`src/rtl/cpu_axi4lite_master_bridge.sv`:
```
// cpu_axi4lite_master_bridge
// Purpose : Converts a native CPU memory port (valid/ready, byte strobes,
//           instruction flag) into single-outstanding AXI4-lite master
//           transactions, decodes B/R responses and aborts stalled
//           transactions after a programmable number of cycles.
// Latency : 3 cycles from mem_valid to mem_ready against a zero-wait slave,
//           for both reads and writes.
// Backpressure: one transaction outstanding; mem_valid is held by the CPU
//           until mem_ready and is ignored while mem_ready is high or while
//           a timed-out transaction is still draining on the bus.
// Ports   :
//   clk_i, rst_i            clock, asynchronous active-high reset
//   mem_*                   CPU request (valid/instr/addr/wdata/wstrb) and
//                           completion (ready/rdata/err)
//   m_aw*, m_w*, m_b*       AXI4-lite write address, write data, write response
//   m_ar*, m_r*             AXI4-lite read address, read data
module cpu_axi4lite_master_bridge #(
  parameter int                    ADDR_WIDTH     = 32,
  parameter int                    DATA_WIDTH     = 32,
  parameter int                    TIMEOUT_CYCLES = 1024,
  parameter logic [DATA_WIDTH-1:0] ERR_RDATA      = '1
) (
  input  logic                    clk_i,
  input  logic                    rst_i,
  // native CPU port
  input  logic                    mem_valid,
  input  logic                    mem_instr,
  input  logic [ADDR_WIDTH-1:0]   mem_addr,
  input  logic [DATA_WIDTH-1:0]   mem_wdata,
  input  logic [DATA_WIDTH/8-1:0] mem_wstrb,
  output logic                    mem_ready,
  output logic [DATA_WIDTH-1:0]   mem_rdata,
  output logic                    mem_err,
  // AW channel
  output logic                    m_awvalid,
  input  logic                    m_awready,
  output logic [ADDR_WIDTH-1:0]   m_awaddr,
  output logic [2:0]              m_awprot,
  // W channel
  output logic                    m_wvalid,
  input  logic                    m_wready,
  output logic [DATA_WIDTH-1:0]   m_wdata,
  output logic [DATA_WIDTH/8-1:0] m_wstrb,
  // B channel
  input  logic                    m_bvalid,
  output logic                    m_bready,
  input  logic [1:0]              m_bresp,
  // AR channel
  output logic                    m_arvalid,
  input  logic                    m_arready,
  output logic [ADDR_WIDTH-1:0]   m_araddr,
  output logic [2:0]              m_arprot,
  // R channel
  input  logic                    m_rvalid,
  output logic                    m_rready,
  input  logic [DATA_WIDTH-1:0]   m_rdata,
  input  logic [1:0]              m_rresp
);

  if (DATA_WIDTH != 32 && DATA_WIDTH != 64) begin : g_bad_width
    $error("cpu_axi4lite_master_bridge: DATA_WIDTH must be 32 or 64");
  end

  // Timer is wide enough to hold TIMEOUT_CYCLES-1; with the timeout
  // disabled the limit collapses to 0 and the timer never moves.
  localparam int TW   = (TIMEOUT_CYCLES > 0) ? $clog2(TIMEOUT_CYCLES + 1) : 1;
  localparam int TLIM = (TIMEOUT_CYCLES > 0) ? TIMEOUT_CYCLES - 1 : 0;
  localparam logic [TW-1:0] TMAX = TW'(TLIM);

  typedef enum logic [2:0] {
    IDLE  = 3'd0,
    WRITE = 3'd1,
    WRESP = 3'd2,
    READ  = 3'd3,
    RDATA = 3'd4,
    DRAIN = 3'd5
  } state_t;

  state_t        state;
  logic [TW-1:0] timer;

  logic expired;
  logic aw_pend, w_pend, ar_pend;
  logic b_pend, r_pend;
  logic b_err, r_err;

  // SLVERR (10) and DECERR (11) both have bit 1 set.
  function automatic logic is_err(input logic [1:0] resp);
    return (resp == 2'b10) || (resp == 2'b11);
  endfunction

  always_comb begin
    expired = (TIMEOUT_CYCLES != 0) && (timer == TMAX);
    // Channel still pending after this cycle's handshakes.
    aw_pend = m_awvalid & ~m_awready;
    w_pend  = m_wvalid  & ~m_wready;
    ar_pend = m_arvalid & ~m_arready;
    b_pend  = m_bready  & ~m_bvalid;
    r_pend  = m_rready  & ~m_rvalid;
    b_err   = is_err(m_bresp);
    r_err   = is_err(m_rresp);
  end

  always_ff @(posedge clk_i or posedge rst_i) begin
    if (rst_i) begin
      state     <= IDLE;
      timer     <= '0;
      mem_ready <= 1'b0;
      mem_err   <= 1'b0;
      mem_rdata <= '0;
      m_awvalid <= 1'b0;
      m_awaddr  <= '0;
      m_awprot  <= 3'b000;
      m_wvalid  <= 1'b0;
      m_wdata   <= '0;
      m_wstrb   <= '0;
      m_bready  <= 1'b0;
      m_arvalid <= 1'b0;
      m_araddr  <= '0;
      m_arprot  <= 3'b000;
      m_rready  <= 1'b0;
    end else begin
      mem_ready <= 1'b0;
      mem_err   <= 1'b0;

      if (state != IDLE && timer != TMAX) begin
        timer <= timer + 1'b1;
      end

      case (state)
        IDLE: begin
          // The request seen alongside mem_ready is the one just completed.
          if (mem_valid && !mem_ready) begin
            timer <= '0;
            if (|mem_wstrb) begin
              m_awaddr  <= mem_addr;
              m_awprot  <= {mem_instr, 2'b00};
              m_wdata   <= mem_wdata;
              m_wstrb   <= mem_wstrb;
              m_awvalid <= 1'b1;
              m_wvalid  <= 1'b1;
              state     <= WRITE;
            end else begin
              m_araddr  <= mem_addr;
              m_arprot  <= {mem_instr, 2'b00};
              m_arvalid <= 1'b1;
              state     <= READ;
            end
          end
        end

        WRITE: begin
          m_awvalid <= aw_pend;
          m_wvalid  <= w_pend;
          if (!aw_pend && !w_pend) begin
            m_bready <= 1'b1;
            state    <= WRESP;
          end else if (expired) begin
            m_bready  <= 1'b1;
            mem_ready <= 1'b1;
            mem_err   <= 1'b1;
            state     <= DRAIN;
          end
        end

        WRESP: begin
          // A response in the expiry cycle takes priority over the timeout.
          if (m_bvalid) begin
            m_bready  <= 1'b0;
            mem_ready <= 1'b1;
            mem_err   <= b_err;
            state     <= IDLE;
          end else if (expired) begin
            mem_ready <= 1'b1;
            mem_err   <= 1'b1;
            state     <= DRAIN;
          end
        end

        READ: begin
          if (m_arready) begin
            m_arvalid <= 1'b0;
            m_rready  <= 1'b1;
            state     <= RDATA;
          end else if (expired) begin
            // rready goes up early so the late R beat is absorbed in DRAIN.
            m_rready  <= 1'b1;
            mem_ready <= 1'b1;
            mem_err   <= 1'b1;
            mem_rdata <= ERR_RDATA;
            state     <= DRAIN;
          end
        end

        RDATA: begin
          if (m_rvalid) begin
            m_rready  <= 1'b0;
            mem_ready <= 1'b1;
            mem_err   <= r_err;
            mem_rdata <= r_err ? ERR_RDATA : m_rdata;
            state     <= IDLE;
          end else if (expired) begin
            mem_ready <= 1'b1;
            mem_err   <= 1'b1;
            mem_rdata <= ERR_RDATA;
            state     <= DRAIN;
          end
        end

        DRAIN: begin
          // Valids cannot be withdrawn before their handshake, so wait for
          // every channel of the abandoned transaction to finish silently.
          m_awvalid <= aw_pend;
          m_wvalid  <= w_pend;
          m_arvalid <= ar_pend;
          m_bready  <= b_pend;
          m_rready  <= r_pend;
          if (!aw_pend && !w_pend && !ar_pend && !b_pend && !r_pend) begin
            state <= IDLE;
          end
        end

        default: begin
          state <= IDLE;
        end
      endcase
    end
  end

endmodule

```
`config.mk`:
```
export PLATFORM = sky130hd
export DESIGN_NAME = cpu_axi4lite_master_bridge
export DESIGN_NICKNAME = d
export VERILOG_FILES = /design/src/rtl/cpu_axi4lite_master_bridge.sv
export SDC_FILE = /design/constraint.sdc
export NUM_CORES = 1
export LEC_CHECK = 0
export BUFFER_PORTS_ARGS = -buffer_cell sky130_fd_sc_hd__buf_2
export CAP_MARGIN = 20
export CELL_PAD_IN_SITES_DETAIL_PLACEMENT = 1
export CELL_PAD_IN_SITES_GLOBAL_PLACEMENT = 1
export CORE_ASPECT_RATIO = 0.8
export CORE_MARGIN = 1.5
export CORE_UTILIZATION = 36
export CTS_CLUSTER_SIZE = 24
export DETAILED_ROUTE_END_ITERATION = 10
export HOLD_SLACK_MARGIN = 0.02
export PLACE_DENSITY = 0.89
export SLEW_MARGIN = 40
export SYNTH_ARGS = -nofsm -noshare
export SYNTH_HDL_FRONTEND = slang
export SYNTH_SLANG_ARGS = --single-unit
```
`constraint.sdc`:
```
create_clock -name clk_i -period 4.9 [get_ports clk_i]
set_input_delay 0 -clock clk_i [delete_from_list [all_inputs] [get_ports clk_i]]
set_output_delay 0 -clock clk_i [all_outputs]
set_load 0.01 [all_outputs]
```
==> summary.md, run 1 <==
| Metric | Value |
|---|---|
| Most instantiated cells after synthesis | nand2_1, dfrtp_1, mux2_2, o22a_1, nor2_1 |
| Number of distinct library cells after synthesis | 45 |
| GRT Total Usage | 26.8% |
| RSZ-0062 raised after global routing | false |
| Worst Hold Class | in -> reg |
| Vias per cell | around 5 |
| Slew headroom | 49.3% |
| Most frequent cell after synthesis | nand2_1 |
| Layout Cells excl Fill | approximately 1200 |
| Worst VDD drop | 0.269 mV |
| Fraction of the cycle the final worst path needs | about 60% |
| Tmin final | between 2 and 3 ns |
| Max Freq | ~340 MHz |
| Core ar. | around 17000 µm² |
| CTS clk-pin slew, worst paths | ~0.07 ns |
| DP Wirelength | ~13000 µm |
| CTS max path bufs | 2 |
| Number of synthesized flops with an enable pin | 0 |
| Setup Skew | roughly 0.015 ns |
| Number of synthesis warnings | 0 |
| Top cell type's share of synthesized area | between 60% and 70% |
| GPL Wtd Cong | slightly below 0.8 |
| Fillers | 1851 |
| Max Slew Vio Count | 0 |
| Final Cell Area | 9340 µm² |
| Pleak | a little under 5 nW |
| Mapped Cells | between 500 and 600 |
| Synthesized area per cell | 10.7 µm² |
| Status | completed |
| Root Buffer | clkbuf_16 |
| Crit. End Element | register |
| Area leader, netlist | dfrtp_1 |
| Layout cell share with drive strength beyond 1 | about a third |
| Seq cells post-synth | roughly 160 |
| Worst slew pin tran | approximately 0.76 ns |
| First-pass GRT wire length | around 37000 µm |
| # setup viols final | 0 |
| Final Routed Wirelength | around 23000 µm |
| Pwr/cell area | about 630 nW/µm² |
| Antenna viol nets, final | 0 |
| Num ports | 258 |
| Peak fanout along the critical path | 38 |
| Placed instance area | ~7600 µm² |
| Drc violations | 0 |
| Vias in the first global route | between 6000 and 7000 |
| Initial antenna violation count | 2 |
| Startpoint types | register |
| Die X | approximately 150 µm |
| CTS tree | built |
| Drt first-iter violations | 332 |
| Final hold violation count | 0 |
| Rows | 42 |
| Worst skew pair latency | approximately 0.42 ns |
| Register Area | between 3000 and 4000 µm² |
| Vias post-DR | 5852 |
| R2r setup slk | approximately 2.0 ns |
| Cell count after placement | ~1000 |
| CTS Sinks | about 160 |
| Initial core utilization | a little under two fifths |
| Die Height | between 100 and 150 µm |
| Setup tns final | 0 ns |
| Max Cap Viol | 0 |
| Top post-synthesis cells by area | dfrtp_1, nand2_1, mux2_2, o22a_1, buf_6 |
| Area Growth Syn to Fin | 50.0% |
| Post-synthesis sequential area ratio | 62.3% |
| PortBufs | 251 |
| Top_reg_cell synth | dfrtp_1 |
| Die ar. | approximately 18000 µm² |
| Synthesized area | between 6000 and 7000 µm² |
| Wire per inst | ~20 µm |
| Resize count post-CTS | 0 |
| Critical Path AT | around 3.3 ns |
| # nets final | around 1000 |
| Req. time, crit path | 5.25 ns |
| Multi-input gate area | 2130 µm² |
| H-tree levels | 4 |
| Largest net degree at the start of global routing | 108 |
| Asr flop ratio synth | 100% |
| DR pass1 iterations | 4 |
| Congestion Overflow GR | 0 |
| Crit path kind | reg -> reg |
| Number of CTS-inserted buffers | 17 |
## kinds of logic (layout without fill, tap and decap cells)
| logic type | Yosys count | count (layout) | share of synthesized area, % |
|---|---|---|---|
| adders and majority gates | 1 | 1 | 0.201 |
| buffers and inverters | 39 | 403 | 3.98 |
| other | 1 | 6 | 0.0602 |
| AOI/OAI and AO/OA | 70 | 70 | 8.60 |
| muxes | 33 | 33 | 5.97 |
| and+or+nand+nor | 278 | 278 | 18.3 |
| xor gates and xnor gates | 4 | 4 | 0.563 |
| DFF | 155 | 155 | 62.3 |
## state kept, by name, indices dropped and copies added (netlist names), 3 cells and up
register and count:
m_wstrb 4, m_araddr 32, m_awaddr 32, timer 11, state 3, m_wdata 32, mem_rdata 32
## layout by cell type, fill, tap and decap left out, types with 8 or more instances in the layout
cell type,synthesis,final
nand3_1,10,10
nor2_1,18,17
mux2_2,33,33
dlygate4sd3_1,0,111
o21ai_0,8,8
buf_2,15,251
clkbuf_16,0,17
dfrtp_1,155,155
a21oi_1,8,8
nor2b_1,9,9
o22a_1,33,32
nand2_1,221,221
## critical path, cell delays in order, from the launching register on
cell and delay [ns]:
dfrtp_1 0.58, nor3_1 0.55, nand2b_1 0.31, nor2_4 0.61, buf_4 0.54, nand2_1 0.14, nand2_1 0.09
## power breakdown
group | switching (W) | internal [W] | total, W | leakage [nW]
sequential | 0.000407 | 0.00185 | 0.00226 | 1.92
clock | 0.000568 | 0.000831 | 0.00140 | 0.299
combinational | 0.00127 | 0.000914 | 0.00218 | 2.62
total | 0.00225 | 0.00359 | 0.00584 | 4.84
## final cells by class
type                            count  share of cell area [%]
Timing Repair Buffer              366                    25.7
Clock buffer                       19                    4.74
Tap cell                          220                    2.95
Multi-Input combinational cell    390                    22.8
Clock inverter                     13                    1.93
Sequential cell                   155                    41.5
Inverter                            5                   0.281
Antenna cell                        2                  0.0536
## timing repair
action                    in CTS  in global routing
buffers inserted               0                  0
hold buffers                 111                  0
hold endpoints to repair     246                  0
## path summary, 6_finish.rpt
check	start	end	cells past startpoint
max in group asynchronous	rst_i	m_wdata[3]	4
min in group asynchronous	rst_i	mem_rdata[26]	3
min	mem_valid	state[0]	5
max	state[0]	m_awaddr[23]	6
min reg2reg	m_wdata[21]	m_wdata[21]	2
max reg2reg	state[0]	m_awaddr[23]	6
## per-stage QoR
step,setup WS [ns],power [W],hold slack (ns),utilization [%]
after floorplan,0.722,0.00335,0.105,-
after CTS,1.99,0.00572,0.0632,55.9
final,1.98,0.00584,0.0857,55.9
after global placement,2.04,0.00409,0.189,45.4
after detailed placement,2.05,0.00422,0.195,45.5
after global routing,1.69,0.00617,0.190,55.9
## per-layer routing
metal	up-vias	track usage (%)	part of all wire [%]
li1	2637	-	-
met1	2919	29.6	38
met2	243	48.5	53
met3	53	7.13	6.3
met4	0	11.2	2.8
met5	-	0	0
(Power assumes the default switching activity.)
==> run 2: changes to the inputs <==
==> constraint.sdc (replaced) <==
create_clock -name clk_i -period 2.69 [get_ports clk_i]
set_input_delay 0 -clock clk_i [delete_from_list [all_inputs] [get_ports clk_i]]
set_output_delay 0 -clock clk_i [all_outputs]
set_load 0.01 [all_outputs]
==> run 2 against run 1 <==
Against the previous run: hold slack gained 0.0078 ns; largest cell class unchanged; flip-flop and latch count unchanged; combinational power rose by 88%; largest power group is now combinational logic.
==> summary.md, run 2 (synthesis gave the netlist of run 1 again) <==
| Metric | Value |
|---|---|
| Fraction of the cycle the final worst path needs | 90.8% (+31 points) |
| Vias per cell | 5.04 (+0.73%) |
| CTS Sinks | 155 (unchanged) |
| R2r setup slk | 0.25 ns (-1.73 ns) |
| Startpoint types | register |
| Setup Skew | 0.0119 ns (-0.00306 ns) |
| Crit. End Element | register |
| Initial antenna violation count | 3 (+1) |
| Die ar. | 18100 µm² (unchanged) |
| PortBufs | 251 (unchanged) |
| Layout Cells excl Fill | 1179 (+0.77%) |
| Final hold violation count | 0 (unchanged) |
| Status | completed |
| Drc violations | 0 (unchanged) |
| Worst Hold Class | in -> reg |
| Layout cell share with drive strength beyond 1 | 35.0% (+0.44 points) |
| Root Buffer | clkbuf_16 |
| Vias post-DR | 5940 (+1.5%) |
| Combinational power share | 38.8% (+1.4 points) |
| DP Wirelength | 12800 µm (+0.59%) |
| Vias in the first global route | 6786 (+0.89%) |
| Fillers | 1881 (+1.6%) |
| H-tree levels | 4 (unchanged) |
| Area Growth Syn to Fin | 50.9% |
| Max incr delay on CP | 0.60 ns (about the same) |
| Antenna viol nets, final | 0 (unchanged) |
| Tmin final | 2.44 ns (-0.479 ns) |
| Pwr/cell area | 1120 nW/µm² (+80%) |
| Psw | 0.00405 W (+80%) |
| GRT Total Usage | 27.0% (+0.15 points) |
| CTS max path bufs | 2 (unchanged) |
| Final Cell Area | 9400 µm² (+0.60%) |
| Peak fanout along the critical path | 13 (-66%) |
| Switching share of total power | 38.4% (-0.057 points) |
| Pleak | 4.87 nW (+0.45%) |
| Placed instance area | 7670 µm² (+0.91%) |
| Die Height | 121 µm (unchanged) |
| Final worst slack | 0.247 ns (-1.73 ns) |
| Die X | 150 µm (unchanged) |
| Wire per inst | 19.9 µm (-0.80%) |
| RSZ-0062 raised after global routing | false |
| Largest delay contributor family on the critical path | buffers and inverters |
| CTS tree | built |
| Worst VDD drop | 0.576 mV (+110%) |
| Congestion Overflow GR | 0 (unchanged) |
| Setup tns final | 0 ns (unchanged) |
| Clock Power Share | 22.9% (-1.1 points) |
| # nets final | 1057 (+0.76%) |
| Max Slew Vio Count | 0 (unchanged) |
| Register Area | 3880 µm² (unchanged) |
| Num ports | 258 (unchanged) |
| Worst slew pin tran | 0.550 ns (-0.210 ns) |
| Part of the power in registers | 38.3% (-0.3 points) |
| DR pass1 iterations | 4 (unchanged) |
| Drt first-iter violations | 277 (-17%) |
| Internal Power | 0.00650 W (+81%) |
| Commonest non-fill, non-tap cell in the layout | buf_2 |
| Worst skew pair latency | 0.42 ns (about the same) |
| Multi-input gate area | 2130 µm² (-0.35%) |
| Max Cap Viol | 0 (unchanged) |
| Final Routed Wirelength | 23500 µm (about the same) |
| Setup WS pre-CTS | 0.542 ns (-1.50 ns) |
| Number of CTS-inserted buffers | 17 (unchanged) |
| CP max-delay cell | dfrtp_1 |
| Initial core utilization | 37.3% (unchanged) |
| First-pass GRT wire length | 37000 µm (+0.41%) |
| CTS clk-pin slew, worst paths | 0.07 ns (about the same) |
| Power Total | 0.0106 W (+81%) |
| Core ar. | 16700 µm² (unchanged) |
| Max Freq | 409 MHz (+20%) |
| Largest net degree at the start of global routing | 156 (+44%) |
| GPL Wtd Cong | 0.794 (+0.97%) |
| Critical Path Most Common Cell | dlygate4sd3_1 |
| Cell count after placement | 1033 (+0.78%) |
| Slew headroom | 63.2% (+14 points) |
| Worst path cell trace | nor3b_2 -> nand3_1 -> dlygate4sd3_1 -> o211ai_1 -> dlygate4sd3_1 |
| Most frequent cells in the layout | buf_2, nand2_1, dfrtp_1 |
| # setup viols final | 0 (unchanged) |
| Req. time, crit path | 3.05 ns (-2.20 ns) |
| Critical Path AT | 2.80 ns (-0.47 ns) |
| Setup Fix Bufs, Post-CTS | 0 (unchanged) |
| Crit path kind | reg -> reg |
| WP buf/inv | 2 (+1) |
| Rows | 42 (unchanged) |
run 2: cell count changes in the layout (fill, tap and decap cells not counted), moves of 2 or more:
cell | before | now
buf_4 | 4 | 10
buf_12 | 0 | 2
inv_8 | 3 | 0
clkinvlp_4 | 2 | 5
run 2: per-stage QoR:
| stage | hold WS, ns | util (%) |
|---|---|---|
| 6_report | 0.0936 | 56.2 |
| 5_1_grt | 0.0958 | 56.2 |
| 4_1_cts | 0.0469 | 56.0 |
| 3_5_place_dp | 0.197 | 45.9 |
| 3_3_place_gp | 0.190 | 45.9 |
| 2_1_floorplan | 0.105 | - |
run 2: cell type report:
| type | count | area share [%] |
|---|---|---|
| repair buffers | 374 | 26.6 |
| clock buffers | 20 | 4.75 |
| clock inverters | 12 | 1.48 |
| well taps | 220 | 2.93 |
| inverters | 5 | 0.240 |
| diodes | 3 | 0.0799 |
| multi-input cells | 390 | 22.6 |
| flip-flops and latches | 155 | 41.3 |
run 2: path summary, 6_finish.rpt:
check                      cells after the start      endpoint          from
max reg2reg                                    5       mem_err      state[2]
min in group asynchronous                      4     m_awvalid         rst_i
min                                            5      state[0]     mem_valid
max                                            5       mem_err      state[2]
max in group asynchronous                      5    m_wdata[6]         rst_i
min reg2reg                                    2  m_awaddr[12]  m_awaddr[12]
run 2: routing by layer:
metal,GRT usage [%],part of all wire (%),wire length [µm]
met5,0,0,0
met4,12.3,3.4,799
met3,8.11,6.6,1550
met2,47.9,52,12200
met1,29.5,38,8920
run 2: power by group through the flow:
| stage | Sequential (W) | Clock [W] | Combinational [W] |
|---|---|---|---|
| after floorplan | 0.00441 | 0 | 0.00170 |
| after global placement | 0.00390 | 0 | 0.00362 |
| after detailed placement | 0.00399 | 0 | 0.00377 |
| after CTS | 0.00396 | 0.00245 | 0.00393 |
| after global routing | 0.00416 | 0.00255 | 0.00448 |
| final | 0.00404 | 0.00241 | 0.00410 |
run 2: tightest hold or removal path, stage by stage:
cell      delay, ns
buf_2          0.07
nand2b_1       0.12
nand2_1        0.09
a31oi_1        0.07
nor2_1         0.10
run 2: timing repair:
action | in CTS | in global routing
gates resized for setup | 0 | 1
endpoints found under the setup margin | 0 | 1
hold endpoints to repair | 295 | 0
hold buffers | 110 | 0
